$ cat src/rtl/hazard_scoreboard.sv
// Hazard/forwarding controller beside the ID stage: tracks in-flight register
// writes in a shift scoreboard and picks a forwarding stage per source operand,
// or requests a stall when a load producer is too young to forward.
module hazard_scoreboard #(
  parameter int unsigned AW         = 5,
  parameter int unsigned DEPTH      = 3,
  parameter int unsigned NSRC       = 2,
  parameter int unsigned LOAD_READY = 1,
  parameter int unsigned ZERO_REG   = 1,
  parameter int unsigned FW         = $clog2(DEPTH + 1)
) (
  input  logic                 clk,
  input  logic                 reset,
  input  logic                 id_valid,
  input  logic                 id_we,
  input  logic                 id_load,
  input  logic [AW-1:0]        id_rd,
  input  logic [NSRC*AW-1:0]   id_src,
  input  logic [NSRC-1:0]      id_src_used,
  input  logic                 flush,
  output logic                 stall,
  output logic [NSRC*FW-1:0]   fwd_sel,
  output logic [DEPTH-1:0]     busy_vec,
  output logic [15:0]          stall_cnt
);

  localparam int unsigned CW = 16;

  logic [DEPTH-1:0] ent_valid;
  logic [DEPTH-1:0] ent_load;
  logic [AW-1:0]    ent_rd [DEPTH];

  logic [NSRC-1:0]  stall_req;
  logic [AW-1:0]    src_j;
  logic             hit;
  logic             ins_c;

  // ID instruction enters the scoreboard only if it really writes a register
  assign ins_c = id_valid & id_we & ~flush & ~stall &
                 ((id_rd != '0) || (ZERO_REG == 0));

  assign busy_vec = ent_valid;

  // Per source: youngest matching producer wins; young loads stall instead
  always_comb begin
    fwd_sel   = '0;
    stall_req = '0;
    src_j     = '0;
    hit       = 1'b0;
    for (int unsigned j = 0; j < NSRC; j++) begin
      src_j = id_src[j*AW +: AW];
      hit   = 1'b0;
      for (int unsigned k = 0; k < DEPTH; k++) begin
        if (!hit && ent_valid[k] && (ent_rd[k] == src_j) && id_src_used[j] &&
            id_valid && ((src_j != '0) || (ZERO_REG == 0))) begin
          hit = 1'b1;
          if (ent_load[k] && (k < LOAD_READY)) begin
            stall_req[j] = 1'b1;
          end else begin
            fwd_sel[j*FW +: FW] = FW'(k + 1);
          end
        end
      end
    end
    stall = (|stall_req) & ~flush;
  end

  // Scoreboard shift: entry 0 takes the ID instruction or a bubble
  always_ff @(posedge clk) begin
    if (reset) begin
      ent_valid <= '0;
      ent_load  <= '0;
      for (int unsigned k = 0; k < DEPTH; k++) begin
        ent_rd[k] <= '0;
      end
    end else begin
      for (int unsigned k = 1; k < DEPTH; k++) begin
        ent_valid[k] <= ent_valid[k-1];
        ent_load[k]  <= ent_load[k-1];
        ent_rd[k]    <= ent_rd[k-1];
      end
      ent_valid[0] <= ins_c;
      ent_load[0]  <= ins_c & id_load;
      ent_rd[0]    <= ins_c ? id_rd : '0;
    end
  end

  // Saturating stall-cycle counter
  always_ff @(posedge clk) begin
    if (reset) begin
      stall_cnt <= '0;
    end else if (stall && (stall_cnt != {CW{1'b1}})) begin
      stall_cnt <= stall_cnt + CW'(1);
    end
  end

endmodule

$ cat config.mk
export PLATFORM = sky130hd
export DESIGN_NAME = hazard_scoreboard
export DESIGN_NICKNAME = d
export VERILOG_FILES = /design/src/rtl/hazard_scoreboard.sv
export SDC_FILE = /design/constraint.sdc
export NUM_CORES = 1
export LEC_CHECK = 0
export ABC_AREA = 1
export BUFFER_PORTS_ARGS = -buffer_cell sky130_fd_sc_hd__clkbuf_2
export CAP_MARGIN = 20
export CORE_UTILIZATION = 54
export DETAILED_ROUTE_END_ITERATION = 7
export GPL_TIMING_DRIVEN = 0
export PLACE_DENSITY = 0.79
export SLEW_MARGIN = 0
export SYNTH_ARGS = -nofsm -noshare
export SYNTH_HDL_FRONTEND = slang
export SYNTH_SLANG_ARGS = --single-unit
$ cat constraint.sdc
create_clock -name clk -period 2.2 [get_ports clk]
set_input_delay 0.33 -clock clk [delete_from_list [all_inputs] [get_ports clk]]
set_output_delay 0.33 -clock clk [all_outputs]
set_load 0.02 [all_outputs]
; Word level (Yosys, flattened, before mapping)
; Memories as Yosys holds them, arrays and structs flattened.
; Index checks and enable logic that the tools add are counted.
[totals]
output_inout_bits = 24
wordCells = 81
romBits = 0
mem_count = 1
latch_bits = 0
regBits = 20
mem_bits_rw = 15
[mem_list]
columns = name, words, width, rd, rd_clocked_by_memory_dff, wr, line
row1 = ent_rd, 3, 5, 3, 0, 3, 31  ; logic [AW-1:0] ent_rd [DEPTH];
[classes]
addsub = 1
order_cmp = 0
muxes = 21
eq_ne = 7
mul = 0
n_div = 0
bitwise_logic = 11
n_reduce_logical = 37
shift = 0
[ops]
columns = cell, n
row1 = $eq 5x5->1, 6
row2 = $logic_and 1x1->1, 29
row3 = $mux 5, 4
row4 = $add 16x1->16 const B, 1
row5 = $ne 16x16->1 const B, 1
row6 = $reduce_bool 5->1, 3
row7 = $mux 1, 12
row8 = $mux 2, 5
row9 = $and 1x1->1, 6
row10 = $logic_not 1->1, 4
row11 = $or 1x1->1, 3
row12 = $not 1->1, 2
row13 = $reduce_or 2->1, 1

; Logic depth before layout (Yosys ltp)
; An unclocked memory read counts as a cell.
[depth]
depth_word = 21
mapped_depth = 11
ltp_nobuf = 11

; Worst setup path before layout
; OpenSTA, ideal clock, no wires.
[synth_timing]
path_type = register to output
startpoint = register ent_valid[0], in the netlist busy_vec[0]
endpoint = output port fwd_sel[0]
path_stages_with_launch = 7
t_required_ps = 1870
path_slack_ps = 477
t_arrival_ps = 1393
cell_sequence = dfxtp_1 -> nand2_1 -> nor2_1 -> nand3_1 -> nor2_2 -> nand2_4 -> o21ai_0
[synth_between]
elab_chain_cells = 19
elab_cells_between_ends = 21
cone_classes = mux: 5 / reduce/logical: 16
[synth_rtl]
columns = element, line
row1 = "start, declared", 29  ; logic [DEPTH-1:0] ent_valid;
row2 = "start signal, assigned by index", 78  ; ent_valid[k] <= ent_valid[k-1];
row3 = "start signal, assigned", 82  ; ent_valid[0] <= ins_c;
row4 = $logic_and 1x1->1 * (3 in series), 54  ; if (!hit && ent_valid[k] && (ent_rd[k] == src_j) && id_src_used[j] &&
row5 = $logic_and 1x1->1 *, 55  ; id_valid && ((src_j != '0) || (ZERO_REG == 0))) begin
row6 = $mux 1, 54
row7 = $logic_not 1->1, 54
row8 = $logic_and 1x1->1 (4 in series), 54
row9 = $logic_and 1x1->1, 55
row10 = $mux 1, 54
row11 = $logic_not 1->1, 54
row12 = $logic_and 1x1->1 (4 in series), 54
row13 = $logic_and 1x1->1, 55
row14 = $mux 2 *, 54
row15 = "end, declared", 22  ; output logic [NSRC*FW-1:0] fwd_sel,
; Mark *: on every way between the ends. The rest lies on a longest branch, timed or not.

; Worst setup path in the final report
[layout_timing]
startpoint = register ent_valid[0], in the netlist busy_vec[0]
endpoint = output port stall
[layout_between]
elab_chain_cells = 7
elab_cells_between_ends = 12
cone_classes = mux: 2 / bitwise: 1 / reduce/logical: 9
[layout_rtl]
columns = element, line
row1 = $logic_and 1x1->1 (3 in series), 54
row2 = $logic_and 1x1->1, 55
row3 = $mux 1, 54
row4 = $reduce_or 2->1 *, 65  ; stall = (|stall_req) & ~flush;
row5 = $and 1x1->1 *, 65
row6 = "end, declared", 21  ; output logic stall,
; Marks and branches as above.

==> out/summary.txt <==
Area growth syn-to-layout: 17.8%
number of global-route vias before repair: 1,902
Ant. Diodes: 0
Pleak: 1.12 nW
PortBufs: 45
Placed Instances: 415
Crit. End Element: output port
routed len/inst: 12.0 um
post-CTS sizing: 0
CTS buffer count: 5
pin count of the biggest net entering global routing: 12
initial antenna violation count: 0
drt first pass iters: 4
most frequent cells in the layout: nand2_1 (68), nor2_1 (48), clkbuf_2 (45), inv_1 (42), dfxtp_1 (35)
grt total ovfl: 0
max-cap violations: 0
non-filler instance count after layout: 423
share of the synthesized area in the top cell type: 32.1%
post-route ant nets: 0
Nets: 398
die height: 65.6 um
HPWL reported at the end of detailed placement: 3940 um
H-tree depth: 2
Avg Inst Size Synth: 6.77 um2
Worst Path Required: 1870 ps
post-layout minimum cycle time: 1990 ps
critical path data arrival time: 1660 ps
Starting DRT DRC Count: 127
first-pass GRT wire length: 8690 um
global placement routability congestion: 0.897
sequential fraction of the synthesis area: 32.1%
Row Count: 22
startpoint types: flop
number of hold buffers added after CTS: 0
Syn Std Cell Area: 0.00218 mm2
final hold viol count: 0
commonest non-fill, non-tap cell in the layout: nand2_1
Pins Over Slew Limit: 0
reg-to-reg setup timing slack: 400 ps
fmax: 0.503 GHz
fraction of layout cells with a size suffix above 1: 24.3%
Setup Buffers After CTS: 0
die area: 0.00430 mm2
overall routed net length: 5070 um
FILL cells: 340
RSZ-0062 raised after global routing: no
Cell variety after synth: 27
clk_skew: 4.69 ps
drt via density: 5.13
Die W: 65.6 um
clock sinks: 35
FF+latch count, synth: 35
Crit Path Class: reg2out
Synth Net Count: 346
setup TNS: 0 ps
Slowest-stage cell, CP: dfxtp_1
clock tree buffer depth: 2
power per standard cell area: 493 mW/mm2
Mapped Cells: 322
core box area: 0.00377 mm2
worst hold path type: in2reg
CTS tree: done
initial core utilization: 57.8%
Root Buffer: clkbuf_8
status: completed
Clk Latency, worst-skew pair: 290 ps
relative slew slack: 56.8%
Worst-path clk slew: 70 ps
Crit path largest cell delay: 360 ps
via count: 2,169
crit share post-route: 90.3%
Top cell by count, worst path: nand2_1
total track usage: 26.8%
Yosys top cell by area: dfxtp_1
yosys warns: 0
worst-path cell chain: nand2_1, nor2_1, nand3_1, nor2_2, nand2_2, nand2_4, nand2_1, inv_1, clkbuf_2
I/O pin cnt: 47
DRC errors left: 0
maximum VDD drop: 0.000488 V
crit-path max FO: 8
synth top area cells: dfxtp_1 (32%), nand2_1 (12%), nor2_1 (8.3%)
# setup viols final: 0
slew at the pin closest to its max-slew limit: 648 ps
## area by class of cell
| type | count | area, um2 | area share (%) |
|---|---|---|---|
| plain buffers | 7 | 51.3 | 2.00 |
| well taps | 48 | 60.1 | 2.34 |
| repair buffers | 45 | 225 | 8.76 |
| clock buffers | 7 | 96.3 | 3.75 |
| multi-input cells | 234 | 1260 | 48.9 |
| flip-flops and latches | 35 | 701 | 27.3 |
| clock inverters | 1 | 7.51 | 0.292 |
| inverters | 46 | 173 | 6.72 |
## synth_stat cells
master,n
nand4_2,1
inv_1,42
or2_1,1
o22ai_1,1
clkbuf_1,4
ha_1,1
nand4_1,21
nand2_4,2
dfxtp_1,35
buf_6,1
buf_2,1
nand2_1,68
inv_2,4
nand3_4,1
xor2_1,8
nor2_2,7
buf_12,1
o21ai_0,4
nand3_1,17
xnor2_1,19
a21oi_2,8
nand3_2,1
a21oi_1,7
nand2_2,11
nor3_1,7
nand3b_1,1
nor2_1,48
## routing by layer
layer	vias to the layer above	wire [um]	GRT usage (%)
li1	1126	-	-
met4	0	69	7.34
met3	6	308	6.25
met2	69	2130	39.7
met1	968	2560	38.5
met5	-	0	0
## flip-flops by register name, indices dropped and copies added (netlist names)
signal	cells
ent_load	1
ent_rd	15
busy_vec	3
stall_cnt	16
## power by group
group	internal [mW]	leakage (nW)	switching (mW)
Sequential	0.637	0.282	0.00384
Combinational	0.0408	0.783	0.0626
Clock	0.285	0.0505	0.238
Total	0.963	1.12	0.305
## kinds of logic (layout without fill, tap and decap cells)
group / Yosys count / in the layout / share of synthesized area (%)
buffers and inverters: 53 / 106 / 10.3
adder cells (fa/ha/maj): 1 / 1 / 0.574
AND/OR/NAND/NOR: 186 / 186 / 40.2
AO/OA/AOI/OAI: 20 / 20 / 6.02
flip-flops: 35 / 35 / 32.1
XOR/XNOR: 27 / 27 / 10.8
## critical path, delay by kind of cell, from the launching register on
family                 cells  cell delay (ps)
AND/OR/NAND/NOR            7              790
flip-flops                 1              360
buffers and inverters      2              240
## worst paths after layout
kind              endpoint         start  cells past startpoint
max                  stall   busy_vec[0]                      9
min            ent_load[0]       id_load                      3
max reg2reg  stall_cnt[10]  stall_cnt[0]                     10
min reg2reg    busy_vec[2]   busy_vec[1]                      2
## metrics by stage
step	cell area [um2]	hold WS (ps)	util, %	power, mW	setup WS, ps
after floorplan	2180	439	-	0.714	477
after global placement	2470	431	65.4	0.757	450
after detailed placement	2470	437	65.4	0.759	425
after CTS	2570	228	68.1	1.28	223
after global routing	2570	236	68.1	1.32	44.6
final	2570	233	68.1	1.27	213
Power figures use the tool's default switching activity.
